--- src/rtl/reg_piso.sv ---
// reg_piso: parallel-in / serial-out register with load/ready handshake.
// A captured word is emitted one bit per cycle on q (MSB or LSB first),
// with q_valid marking frame bits and done pulsing on the final bit.
// Optional feature: define PISO_PARITY_EN to append an even-parity bit
// (XOR of the captured word) after the data bits.
// All outputs come straight from flops; reset is synchronous, active-high.

module reg_piso #(
    parameter int WIDTH     = 8,
    parameter int MSB_FIRST = 1
) (
    input  logic             clk,
    input  logic             reset,
    input  logic [WIDTH-1:0] d_in,
    input  logic             load,
    output logic             ready,
    output logic             q,
    output logic             q_valid,
    output logic             done
);

    localparam int             CNT_W      = $clog2(WIDTH);
    localparam logic [CNT_W-1:0] CNT_LAST   = CNT_W'(WIDTH - 1);
    localparam logic [CNT_W-1:0] CNT_PENULT = CNT_W'(WIDTH - 2);
    localparam logic [CNT_W-1:0] CNT_ONE    = CNT_W'(1);

`ifdef PISO_PARITY_EN
    typedef enum logic [1:0] {
        IDLE   = 2'd0,
        SHIFT  = 2'd1,
        PARITY = 2'd2
    } state_t;
`else
    typedef enum logic {
        IDLE  = 1'b0,
        SHIFT = 1'b1
    } state_t;
`endif

    // Bit presented first from a word, honouring the shift order.
    function automatic logic first_bit(input logic [WIDTH-1:0] w);
        return (MSB_FIRST != 0) ? w[WIDTH-1] : w[0];
    endfunction

    // Word after moving the next bit into the output position.
    function automatic logic [WIDTH-1:0] advance(input logic [WIDTH-1:0] w);
        return (MSB_FIRST != 0) ? {w[WIDTH-2:0], 1'b0} : {1'b0, w[WIDTH-1:1]};
    endfunction

`ifdef PISO_PARITY_EN
    // Even parity: the appended bit makes the total count of ones even.
    function automatic logic even_parity(input logic [WIDTH-1:0] w);
        return ^w;
    endfunction
`endif

    state_t             state_r, state_n_s;
    logic [WIDTH-1:0]   shift_r, shift_n_s;
    logic [CNT_W-1:0]   cnt_r,   cnt_n_s;
    logic               q_r,     q_n_s;
    logic               q_valid_r, q_valid_n_s;
    logic               done_r,  done_n_s;
    logic               ready_r, ready_n_s;
    logic               accept_s;
`ifdef PISO_PARITY_EN
    logic               par_r,   par_n_s;
`endif

    // A word is taken only when the block advertises ready in this cycle.
    assign accept_s = load && ready_r;

    // Next-state and next-output logic; outputs describe the upcoming cycle.
    always_comb begin
        state_n_s   = state_r;
        shift_n_s   = shift_r;
        cnt_n_s     = cnt_r;
        q_n_s       = 1'b0;
        q_valid_n_s = 1'b0;
        done_n_s    = 1'b0;
        ready_n_s   = 1'b1;
`ifdef PISO_PARITY_EN
        par_n_s     = par_r;
`endif
        if (accept_s) begin
            // Start a frame: first bit appears in the cycle after the accept.
            state_n_s   = SHIFT;
            shift_n_s   = d_in;
            cnt_n_s     = {CNT_W{1'b0}};
            q_n_s       = first_bit(d_in);
            q_valid_n_s = 1'b1;
            ready_n_s   = 1'b0;
`ifdef PISO_PARITY_EN
            par_n_s     = even_parity(d_in);
`endif
        end else begin
            case (state_r)
                IDLE: begin
                    state_n_s = IDLE;
                end
                SHIFT: begin
                    if (cnt_r != CNT_LAST) begin
                        state_n_s   = SHIFT;
                        cnt_n_s     = cnt_r + CNT_ONE;
                        shift_n_s   = advance(shift_r);
                        q_n_s       = first_bit(advance(shift_r));
                        q_valid_n_s = 1'b1;
`ifdef PISO_PARITY_EN
                        done_n_s    = 1'b0;
                        ready_n_s   = 1'b0;
`else
                        // The upcoming bit is the last one: flag it and reopen.
                        if (cnt_r == CNT_PENULT) begin
                            done_n_s  = 1'b1;
                            ready_n_s = 1'b1;
                        end else begin
                            done_n_s  = 1'b0;
                            ready_n_s = 1'b0;
                        end
`endif
                    end else begin
`ifdef PISO_PARITY_EN
                        state_n_s   = PARITY;
                        q_n_s       = par_r;
                        q_valid_n_s = 1'b1;
                        done_n_s    = 1'b1;
                        ready_n_s   = 1'b1;
`else
                        state_n_s   = IDLE;
`endif
                    end
                end
`ifdef PISO_PARITY_EN
                PARITY: begin
                    state_n_s = IDLE;
                end
`endif
                default: begin
                    state_n_s = IDLE;
                end
            endcase
        end
    end

    // State, datapath and output registers with synchronous reset priority.
    always_ff @(posedge clk) begin
        if (reset) begin
            state_r   <= IDLE;
            shift_r   <= {WIDTH{1'b0}};
            cnt_r     <= {CNT_W{1'b0}};
            q_r       <= 1'b0;
            q_valid_r <= 1'b0;
            done_r    <= 1'b0;
            ready_r   <= 1'b1;
`ifdef PISO_PARITY_EN
            par_r     <= 1'b0;
`endif
        end else begin
            state_r   <= state_n_s;
            shift_r   <= shift_n_s;
            cnt_r     <= cnt_n_s;
            q_r       <= q_n_s;
            q_valid_r <= q_valid_n_s;
            done_r    <= done_n_s;
            ready_r   <= ready_n_s;
`ifdef PISO_PARITY_EN
            par_r     <= par_n_s;
`endif
        end
    end

    assign ready   = ready_r;
    assign q       = q_r;
    assign q_valid = q_valid_r;
    assign done    = done_r;

endmodule

--- config.mk ---
export PLATFORM = sky130hd
export DESIGN_NAME = reg_piso
export DESIGN_NICKNAME = d
export VERILOG_FILES = /design/src/rtl/reg_piso.sv
export SDC_FILE = /design/constraint.sdc
export NUM_CORES = 1
export LEC_CHECK = 0
export BUFFER_PORTS_ARGS = -buffer_cell sky130_fd_sc_hd__buf_2
export CELL_PAD_IN_SITES_DETAIL_PLACEMENT = 1
export CELL_PAD_IN_SITES_GLOBAL_PLACEMENT = 1
export CORE_MARGIN = 2
export CORE_UTILIZATION = 40
export CTS_CLUSTER_SIZE = 24
export DETAILED_ROUTE_END_ITERATION = 12
export PLACE_DENSITY_LB_ADDON = 0.1
export SLEW_MARGIN = 15
export SYNTH_ARGS = -nofsm -noshare
export SYNTH_HDL_FRONTEND = slang
export SYNTH_SLANG_ARGS = --single-unit
--- constraint.sdc ---
create_clock -name clk -period 2.05 [get_ports clk]
set_clock_uncertainty 0.05 [all_clocks]
set_input_delay 0.615 -clock clk [delete_from_list [all_inputs] [get_ports clk]]
set_output_delay 0.615 -clock clk [all_outputs]
set_load 0.02 [all_outputs]
-- After elaboration in Yosys (flattened, before gate mapping)
Index checks and enable logic that the tools add are counted.
- register bits after elaboration: 15
- bits in latches: 0
- memory bits (writable): 0
- memory bits (read-only): 0
- input port bits: 11
- output and inout bits: 4
- word-level logic and storage cells: 34
- memories kept: 0
- add/sub/neg operators: 1
- multipliers: 0
- divide/modulo/power cells: 0
- $lt $le $gt $ge: 0
- equal/unequal tests: 2
- shift operators: 0
- multiplexer cells: 15
- bitwise gates (word level): 2
- reductions and logical operators: 7
- operators by type and width (cell ; count):
    two-way mux 7 bit ; 3
    two-way mux 1 bit ; 11
    AND reduction 2 bit ; 2
    nonzero test 2 bit ; 2
    OR reduction 4 bit ; 1
    adder 3 x 1 -> 3 bit (second input constant) ; 1
    == test 3 bit (second input constant) ; 1
    inequality test 3 bit (second input constant) ; 1
    NOT 1 bit ; 2
    one-hot mux 1 bit (2 select lines) ; 1
    OR reduction 2 bit ; 1
    logical AND 1 bit ; 1

-- Depth between registers and ports, before layout
Gate-level depths: netlist (run 1).
- word-level depth: 5
- depth in mapped cells: 6
- gate-level depth less buffers: 5

-- Least setup slack after synthesis (run 1)
No wires, ideal clock.
- path type: reg-to-reg
- start point: reg cnt_r[0]
- end point: reg shift_r[6]
- library setup time: 88 ps
- arrival time: 1270 ps
- required time: 1912 ps
- setup slack: 642 ps
- stages on the path, launching flop included: 7
- path buffers: 1
- clock period less this slack: 1408 ps
- path through: dfxtp_1 > ha_1 > ha_1 > nor2b_4 > buf_6 > nand2_2 > a311oi_2
- word-level cells in the longest chain between the ends: 3
- ends and longest elaborated chain (what ; RTL line ; source):
    from (decl) ; 59 ; logic [CNT_W-1:0] cnt_r, cnt_n_s;
    from (signal assigned) ; 149 ; cnt_r <= {CNT_W{1'b0}};
    from (signal assigned) ; 160 ; cnt_r <= cnt_n_s;
    inequality test 3 bit ; 101 ; if (cnt_r != CNT_LAST) begin
    nonzero test 2 bit (no source line) ; - ;
    AND reduction 2 bit (no source line) ; - ;
    to (signal assigned) ; 148 ; shift_r <= {WIDTH{1'b0}};
    to (signal assigned) ; 159 ; shift_r <= shift_n_s;
    to (decl) ; 58 ; logic [WIDTH-1:0] shift_r, shift_n_s;
Every way passes these cells.
A chain may end at the register's enable or synchronous reset.

-- Worst setup path after layout (run 1)
- start point: reg cnt_r[0]
- end point: reg cnt_r[1]
- word-level cells in the longest chain between the ends: 2
- elaborated cells between the ends (all ways): 3
- classes of those cells: add/sub (1); eq/ne (1); reduce/logical (1)
- ends and longest elaborated chain (what):
    parallel branches: the longest is 2 deep, another holds adder 3 x 1 -> 3 bit
Parallel ways; which one is timed is not known.

==> impl_metrics.tcl, run 1 <==
set metrics [dict create \
    worstPathArrival_ps 1750 \
    syn-num-nets 82 \
    ir_drop_v 0.000306 \
    diodes 0 \
    finalInstanceArea_sq_um 752 \
    fin_crit_sh 0.788 \
    synthTopCellsByArea "dfxtp_1 (43%), a311oi_2 (14%), nand2_1 (8.6%)" \
    syn-instance-count 68 \
    worst-setup-path-type "reg2reg" \
    endpoint_kind "flop" \
    synth_top_area_share 0.428 \
    die_x_um 44.4 \
    avgSynthCellArea_sq_um 9.62 \
    cts-htree-levels 1 \
    synth_area_sq_um 654 \
    crit_path_start_kind "flop" \
    start_util 0.429 \
    worst_pin_slew_ps 353 \
    core_area_sq_um 1520 \
    hp-class "reg2reg" \
    grt_pass1_vias 468 \
    worst-path-max-fanout 12 \
    dr.pass1.iters 4 \
    vias 516 \
    grt_max_degree 16 \
    grt_usage 0.144 \
    cts_resized 0 \
    place_hpwl_um 883 \
    post_drt_wl_per_cell_um 12.2 \
    maxSlewViolCount 0 \
    instances_no_fill 98 \
    cts_buffers 3 \
    cts_tree "done" \
    rsz0062_at_grt "no" \
    io_pins 15 \
    yosysSeqAreaShare 0.428 \
    grt-ovfl-total 0 \
    period_minus_slack_ps 1620 \
    r2r_setup_slack_ps 430 \
    grt_pass1_wl_um 2030 \
    drt-total-wl_um 1200 \
    layout_commonest_cell "nand2_1" \
    yosys.area.top_type "dfxtp_1" \
    dp_cells 94 \
    ys_warn_count 0 \
    antenna_found_initial 0 \
    routed_via_density 5.27 \
    timing.fmax_mhz 619 \
    areaGrowthSynthToFinish_pct 14.9 \
    p_leak_nw 0.305 \
    hold_buffers 0 \
    cts-root-buf "clkbuf_4" \
    clock_sinks 14 \
    ys_types 22 \
    rows 14 \
    nets 97 \
    finalHoldViolations 0 \
    drv_cap 0 \
    clk_latency_ps 280 \
    placed_cell_area_sq_um 716 \
    place_congestion 0.681 \
    clkTransAtPathRegs_ps 80 \
    die_area_sq_um 1980 \
    synth_seq_cells 14 \
    setup_viol 0 \
    post_cts.repair.setup_buffers 0 \
    numPortBuffers 14 \
    status "finished, final reports clean" \
    die_height_um 44.4 \
    power.density_nw_per_um2 786 \
    drc 0 \
    final_cell_mix "nand2_1 (15), dfxtp_1 (14), buf_2 (14)" \
    cts_buffer_depth 2 \
    setup_tns_ps 0 \
    drtAntennaViolNets 0 \
    drive_above_1_share 0.354 \
    slew_headroom 0.765 \
    drt_iter0_drc 5 \
    worstPathRequired_ps 2190 \
]
[cells by family after synthesis]
kind of cell               synth area share
and+or+nand+nor                       0.233
muxes                                0.0153
adders and majority gates            0.0574
DFF                                   0.428
xor gates and xnor gates             0.0134
buffers and inverters                0.0612
AOI/OAI and AO/OA                     0.191
[report_power, final]
part / switching, W / total, W / internal, W
Combinational: 0.0000556 / 0.0000949 / 0.0000393
Sequential: 0.0000108 / 0.000302 / 0.000291
Clock: 0.0000864 / 0.000194 / 0.000108
[path summary, 6_finish.rpt]
kind                                 start    endpoint  depth (start not counted)
worst max-delay path              cnt_r[0]    cnt_r[1]                          5
worst min register to register  shift_r[0]  shift_r[0]                          2
worst max register to register    cnt_r[0]    cnt_r[1]                          5
worst min-delay path            shift_r[0]  shift_r[0]                          2
[metrics by stage]
stage / hold WS, ps / power [W] / utilization / worst slack (ps)
final: 425 / 0.000591 / 0.493 / 434
after global routing: 448 / 0.000626 / 0.493 / 276
after CTS: 435 / 0.000603 / 0.493 / 424
after floorplan: 398 / 0.000383 / - / 642
after global placement: 409 / 0.000403 / 0.470 / 477
after detailed placement: 412 / 0.000404 / 0.470 / 443
[cell usage after synthesis, drive strengths merged]
cell type   n
or2         1
buf         5
nor3        2
a2111oi     1
xnor2       1
nor4        1
a311oi      6
inv         1
a21oi       4
nand2      16
and2        1
nor2        7
dfxtp      14
nand2b      1
mux2i       1
nand3       2
ha          3
nor2b       1
[sequential cells by signal (all words and copies together), names as in the netlist]
| register | count |
|---|---|
| shift_r | 7 |
| cnt_r | 3 |
| q_valid | 1 |
| ready | 1 |
| q | 1 |
| done | 1 |
[critical path, cell delays in order (launching register included)]
cell,delay [ps]
dfxtp_1,340
ha_1,210
ha_1,210
nor2b_4,310
nor2_1,90
a2111oi_2,310
[layer usage]
layer  part of all wire  GRT usage
met3              0.054     0.0735
met4                  0     0.0364
met5                  0          0
met2               0.48      0.229
met1               0.47      0.172
[area by class of cell]
class	instances	area (sq um)
multi-input combinational	48	334
fill	188	772
timing repair buffer	15	77.6
clock buffer	4	36.3
sequential	14	280
tap	16	20.0
inverter	1	3.75
Note: power is estimated with default switching activity, not from simulation.
==> run 2: changes to the inputs <==
--- a/config.mk
+++ b/config.mk
@@ -9,7 +9,7 @@
 export CELL_PAD_IN_SITES_DETAIL_PLACEMENT = 1
 export CELL_PAD_IN_SITES_GLOBAL_PLACEMENT = 1
 export CORE_MARGIN = 2
-export CORE_UTILIZATION = 40
+export CORE_UTILIZATION = 34
 export CTS_CLUSTER_SIZE = 24
 export DETAILED_ROUTE_END_ITERATION = 12
 export PLACE_DENSITY_LB_ADDON = 0.1
==> constraint.sdc (replaced) <==
create_clock -name clk -period 1.45 [get_ports clk]
set_clock_uncertainty 0.05 [all_clocks]
set_input_delay 0.435 -clock clk [delete_from_list [all_inputs] [get_ports clk]]
set_output_delay 0.435 -clock clk [all_outputs]
set_load 0.02 [all_outputs]
==> impl_metrics.tcl, run 2 (synthesis gave the netlist of run 1 again) <==
set metrics [dict create \
    numPortBuffers 14 \
    place_congestion 0.709 \
    grt-ovfl-total 0 \
    clock_sinks 14 \
    worst-setup-path-type "reg2reg" \
    drtAntennaViolNets 0 \
    power.density_nw_per_um2 1000 \
    worstPathArrival_ps 1540 \
    endpoint_kind "flop" \
    max_flop_register "shift_r" \
    max_stage_delay_ps 350 \
    cts-htree-levels 1 \
    slowest_stage "dfxtp_2" \
    dp_cells 109 \
    cts_buffer_depth 2 \
    slew_headroom 0.769 \
    drive_above_1_share 0.472 \
    final_cell_mix "nand2_1 (14), buf_2 (14), dfxtp_1 (12)" \
    finalHoldViolations 0 \
    dr.pass1.iters 3 \
    reg2regPathDepth 6 \
    status "finished, final reports clean" \
    maxSlewViolCount 0 \
    post_cts.repair.setup_buffers 0 \
    period_minus_slack_ps 1430 \
    grt_usage 0.152 \
    instances_no_fill 114 \
    cts_buffers 3 \
    start_util 0.371 \
    top_regs "shift_r x7, cnt_r x3" \
    rsz0062_at_grt "yes" \
    drt_iter0_drc 7 \
    areaGrowthSynthToFinish_pct 37.1 \
    crit_chain "ha_4 > ha_4 > nor2b_4 > clkbuf_16 > mux2i_1 > nor3_1" \
    grt_pass1_wl_um 2350 \
    nets 104 \
    cts_tree "done" \
    grt_pass1_vias 523 \
    antenna_found_initial 0 \
    post_drt_wl_per_cell_um 13.1 \
    finalInstanceArea_sq_um 897 \
    largest_register_ffs 7 \
    cts-root-buf "clkbuf_4" \
    p_leak_nw 0.362 \
    core_area_sq_um 1760 \
    drc 0 \
    worst_pin_slew_ps 346 \
    vias 536 \
    routed_via_density 4.70 \
    drt-total-wl_um 1490 \
    clk_latency_ps 280 \
    die_x_um 47.9 \
    die_area_sq_um 2290 \
    worstPathRequired_ps 1560 \
    crit_path_start_kind "flop" \
    timing.fmax_mhz 702 \
    placed_cell_area_sq_um 797 \
    crit_path_frequent_cell "ha_4" \
    place_hpwl_um 1020 \
    die_height_um 47.9 \
    hold_depth 3 \
    rows 15 \
    drv_cap 0 \
    diodes 0 \
    ir_drop_v 0.000467 \
    clkTransAtPathRegs_ps 90 \
    fin_crit_sh 0.983 \
    io_pins 15 \
    worst-path-max-fanout 5 \
    fillers 211 \
    setup_viol 0 \
    grt_max_degree 16 \
    hp-class "in2reg" \
]
[run 2: cell types whose count changed in the layout (fill, tap and decap cells not counted)]
cell / delta
buf_12: +2
a21oi_2: +1
nand2_4: +1
ha_4: +2
dfxtp_1: -2
buf_4: +4
nand2_1: -1
dfxtp_2: +2
ha_1: -2
a21oi_1: -1
clkbuf_16: +1
[run 2: stage by stage]
step	util	total power, W	TNS (ps)	setup slack [ps]	hold WS, ps
after floorplan	-	0.000541	0	41.6	398
after global placement	0.452	0.000601	0	39.0	418
after detailed placement	0.452	0.000603	-28.6	-14.0	416
after CTS	0.474	0.000894	0	5.26	330
after global routing	0.509	0.000951	-105	-39.1	334
final	0.509	0.000901	0	24.8	336
[run 2: routing by layer]
| layer | vias to the layer above | global-route usage | part of all wire | routed length (um) |
|---|---|---|---|---|
| li1 | 275 | - | - | - |
| met1 | 252 | 0.207 | 0.48 | 721 |
| met2 | 7 | 0.221 | 0.48 | 721 |
| met3 | 2 | 0.0340 | 0.025 | 37 |
| met4 | 0 | 0.0811 | 0.0080 | 12 |
| met5 | - | 0 | 0 | 0 |
[run 2: power by group]
| part | internal [W] | leakage [nW] | total, W | switching [W] |
|---|---|---|---|---|
| combinational | 0.0000906 | 0.224 | 0.000183 | 0.0000925 |
| clock | 0.000153 | 0.0210 | 0.000288 | 0.000135 |
| sequential | 0.000412 | 0.116 | 0.000430 | 0.0000182 |
| total | 0.000655 | 0.362 | 0.000901 | 0.000246 |
[run 2: final cells by class]
cell class                 instances  area [sq um]  share of cell area
clock buffer                       4          36.3              0.0404
tap                               25          31.3              0.0349
sequential                        14           283               0.315
inverter                           1          3.75             0.00418
multi-input combinational         48           370               0.413
timing repair buffer              22           173               0.192
[run 2: worst paths after layout]
path                            startpoint         end  slack (ps)
worst min-delay path               d_in[0]  shift_r[0]         340
worst max register to register    cnt_r[1]    cnt_r[2]          20
worst min register to register  shift_r[0]  shift_r[0]         430
worst max-delay path              cnt_r[1]    cnt_r[2]          20
[run 2: worst max-delay path: cells and delay by family (launching register included)]
family | cells | cell delay [ps]
DFF | 1 | 350
adders and majority gates | 2 | 320
and+or+nand+nor | 2 | 240
buffers and inverters | 1 | 180
muxes | 1 | 180
[run 2: what timing repair did]
action                     CTS  global route
setup endpoints to repair    8            10
resized for setup            2             7
pin swaps                    0             8
hold endpoints to repair     0             0
hold buffers                 0             0
cloned                       0             1
==> run 3: changes to the inputs <==
--- a/config.mk
+++ b/config.mk
@@ -9,7 +9,7 @@
 export CELL_PAD_IN_SITES_DETAIL_PLACEMENT = 1
 export CELL_PAD_IN_SITES_GLOBAL_PLACEMENT = 1
 export CORE_MARGIN = 2
-export CORE_UTILIZATION = 34
+export CORE_UTILIZATION = 38
 export CTS_CLUSTER_SIZE = 24
 export DETAILED_ROUTE_END_ITERATION = 12
 export PLACE_DENSITY_LB_ADDON = 0.1
==> constraint.sdc (replaced) <==
create_clock -name clk -period 1.5 [get_ports clk]
set_clock_uncertainty 0.05 [all_clocks]
set_input_delay 0.45 -clock clk [delete_from_list [all_inputs] [get_ports clk]]
set_output_delay 0.45 -clock clk [all_outputs]
set_load 0.02 [all_outputs]
==> impl_metrics.tcl, run 3 (synthesis gave the netlist of run 1 again) <==
set metrics [dict create \
    endpoint_kind "flop" \
    place_hpwl_um 984 \
    grt_usage 0.156 \
    timing.fmax_mhz 706 \
    crit_buf_inv 1 \
    r2r_setup_slack_ps 80 \
    drtAntennaViolNets 0 \
    met3WireLength_um 44 \
    nets 101 \
    cp.depth 6 \
    grt_pass1_wl_um 2280 \
    top_layer "met4" \
    power.density_nw_per_um2 955 \
    finalInstanceArea_sq_um 827 \
    crit_path_end "cnt_r[2]" \
    start_util 0.420 \
    wl_met2_um 636 \
    slew_headroom 0.764 \
    vias 527 \
    finalHoldViolations 0 \
    diodes 0 \
    cts-htree-levels 1 \
    worstPathRequired_ps 1610 \
    place_congestion 0.676 \
    areaGrowthSynthToFinish_pct 26.4 \
    crit_path_start "cnt_r[1]" \
    grt_pass1_vias 543 \
    drive_above_1_share 0.424 \
    max_stage_delay_ps 350 \
    worst-setup-path-type "reg2reg" \
    core_area_sq_um 1560 \
    hp-class "in2reg" \
    ir_drop_v 0.000456 \
    timing.rr.start "cnt_r[1]" \
    slowest_stage "dfxtp_1" \
    drt-total-wl_um 1380 \
    grt_max_degree 16 \
    hold_buffers 0 \
    cts_tree "done" \
    layout_commonest_cell "nand2_1" \
    routed_via_density 5.22 \
    crit_path_start_kind "flop" \
    die_height_um 45.5 \
    route.layer.met1.wl_um 676 \
    post_cts.repair.setup_buffers 0 \
    rows 14 \
    drt_iter0_drc 1 \
    worst_pin_slew_ps 354 \
    worst-path-max-fanout 8 \
    reg2regPathDepth 6 \
    crit_chain "ha_4 > ha_4 > nor2b_4 > buf_12 > mux2i_1 > nor3_1" \
    largest_register_ffs 7 \
    drv_cap 0 \
    cts_buffer_depth 2 \
    rsz0062_at_grt "no" \
    clkTransAtPathRegs_ps 90 \
    crit_path_frequent_cell "ha_4" \
    top_regs "shift_r x7, cnt_r x3" \
    numPortBuffers 14 \
    final_cell_mix "nand2_1 (15), buf_2 (14), dfxtp_1 (13)" \
    io_pins 15 \
    whs_ps 354 \
    clk_latency_ps 280 \
    die_x_um 45.5 \
    period_minus_slack_ps 1420 \
    grt-ovfl-total 0 \
    total_power_w 0.000790 \
    maxSlewViolCount 0 \
    clock_sinks 14 \
    path_delay_family "flip-flops" \
    fin_crit_sh 0.944 \
    post_drt_wl_per_cell_um 13.6 \
    status "finished, final reports clean" \
    r2r_end "cnt_r[2]" \
    drc 0 \
    dr.pass1.iters 2 \
    die_area_sq_um 2070 \
    placed_cell_area_sq_um 771 \
    setup_viol 0 \
    antenna_found_initial 0 \
    cts-root-buf "clkbuf_4" \
    p_leak_nw 0.324 \
    worstPathArrival_ps 1520 \
    setup_tns_ps 0 \
    hold_depth 3 \
    cts_buffers 3 \
    max_flop_register "shift_r" \
]
## run 3: changes by cell type in the layout (fill, tap and decap cells not counted)
cell       delta
nand2_1       +1
a21oi_1       +1
clkbuf_16     -1
clkbuf_8      -1
dfxtp_1       +1
buf_4         -2
a21oi_2       -1
nand2b_4      +1
nand2_4       -1
nand2b_1      -1
dfxtp_2       -1
## run 3: report_power, final
group	switching, W	total (W)	internal (W)
sequential	0.0000167	0.000415	0.000398
clock	0.000124	0.000217	0.0000931
combinational	0.0000829	0.000159	0.0000757
total	0.000223	0.000790	0.000567
## run 3: worst min-delay path by stage
stage,start,end,slack (ps)
floorplan,shift_r[6],q,400
global placement,shift_r[6],q,410
detailed placement,shift_r[0],shift_r[0],410
CTS,d_in[7],q,350
global route,d_in[7],q,360
finish,d_in[7],q,350
## run 3: cell type report
type / instances / area [sq um]
Sequential cell: 14 / 282
Clock buffer: 3 / 22.5
Fill cell: 187 / 732
Multi-Input combinational cell: 48 / 367
Timing Repair Buffer: 19 / 133
Inverter: 1 / 3.75
Tap cell: 16 / 20.0
## run 3: metal layers
| metal | global-route usage | vias up |
|---|---|---|
| met5 | 0 | - |
| met4 | 0.0706 | 0 |
| met3 | 0.0357 | 2 |
| met2 | 0.270 | 12 |
| met1 | 0.180 | 243 |
| li1 | - | 270 |
## run 3: what timing repair did
action / CTS / global route
hold endpoints to repair: 0 / 0
pin swaps: 0 / 4
endpoints found under the setup margin: 6 / 8
gates resized for setup: 2 / 5
## run 3: metrics by stage
step / util / setup WS (ps) / instances
3_5_place_dp: 0.494 / -67.4 / 98
4_1_cts: 0.512 / 20.0 / 101
6_report: 0.530 / 83.8 / 101
3_3_place_gp: 0.494 / 31.4 / 98
2_1_floorplan: - / 91.6 / 68
5_1_grt: 0.530 / 20.7 / 101
## run 3: tightest hold or removal path, cell delays in order
cell and delay (ps):
buf_2 100, nand2_1 50, a21oi_1 50
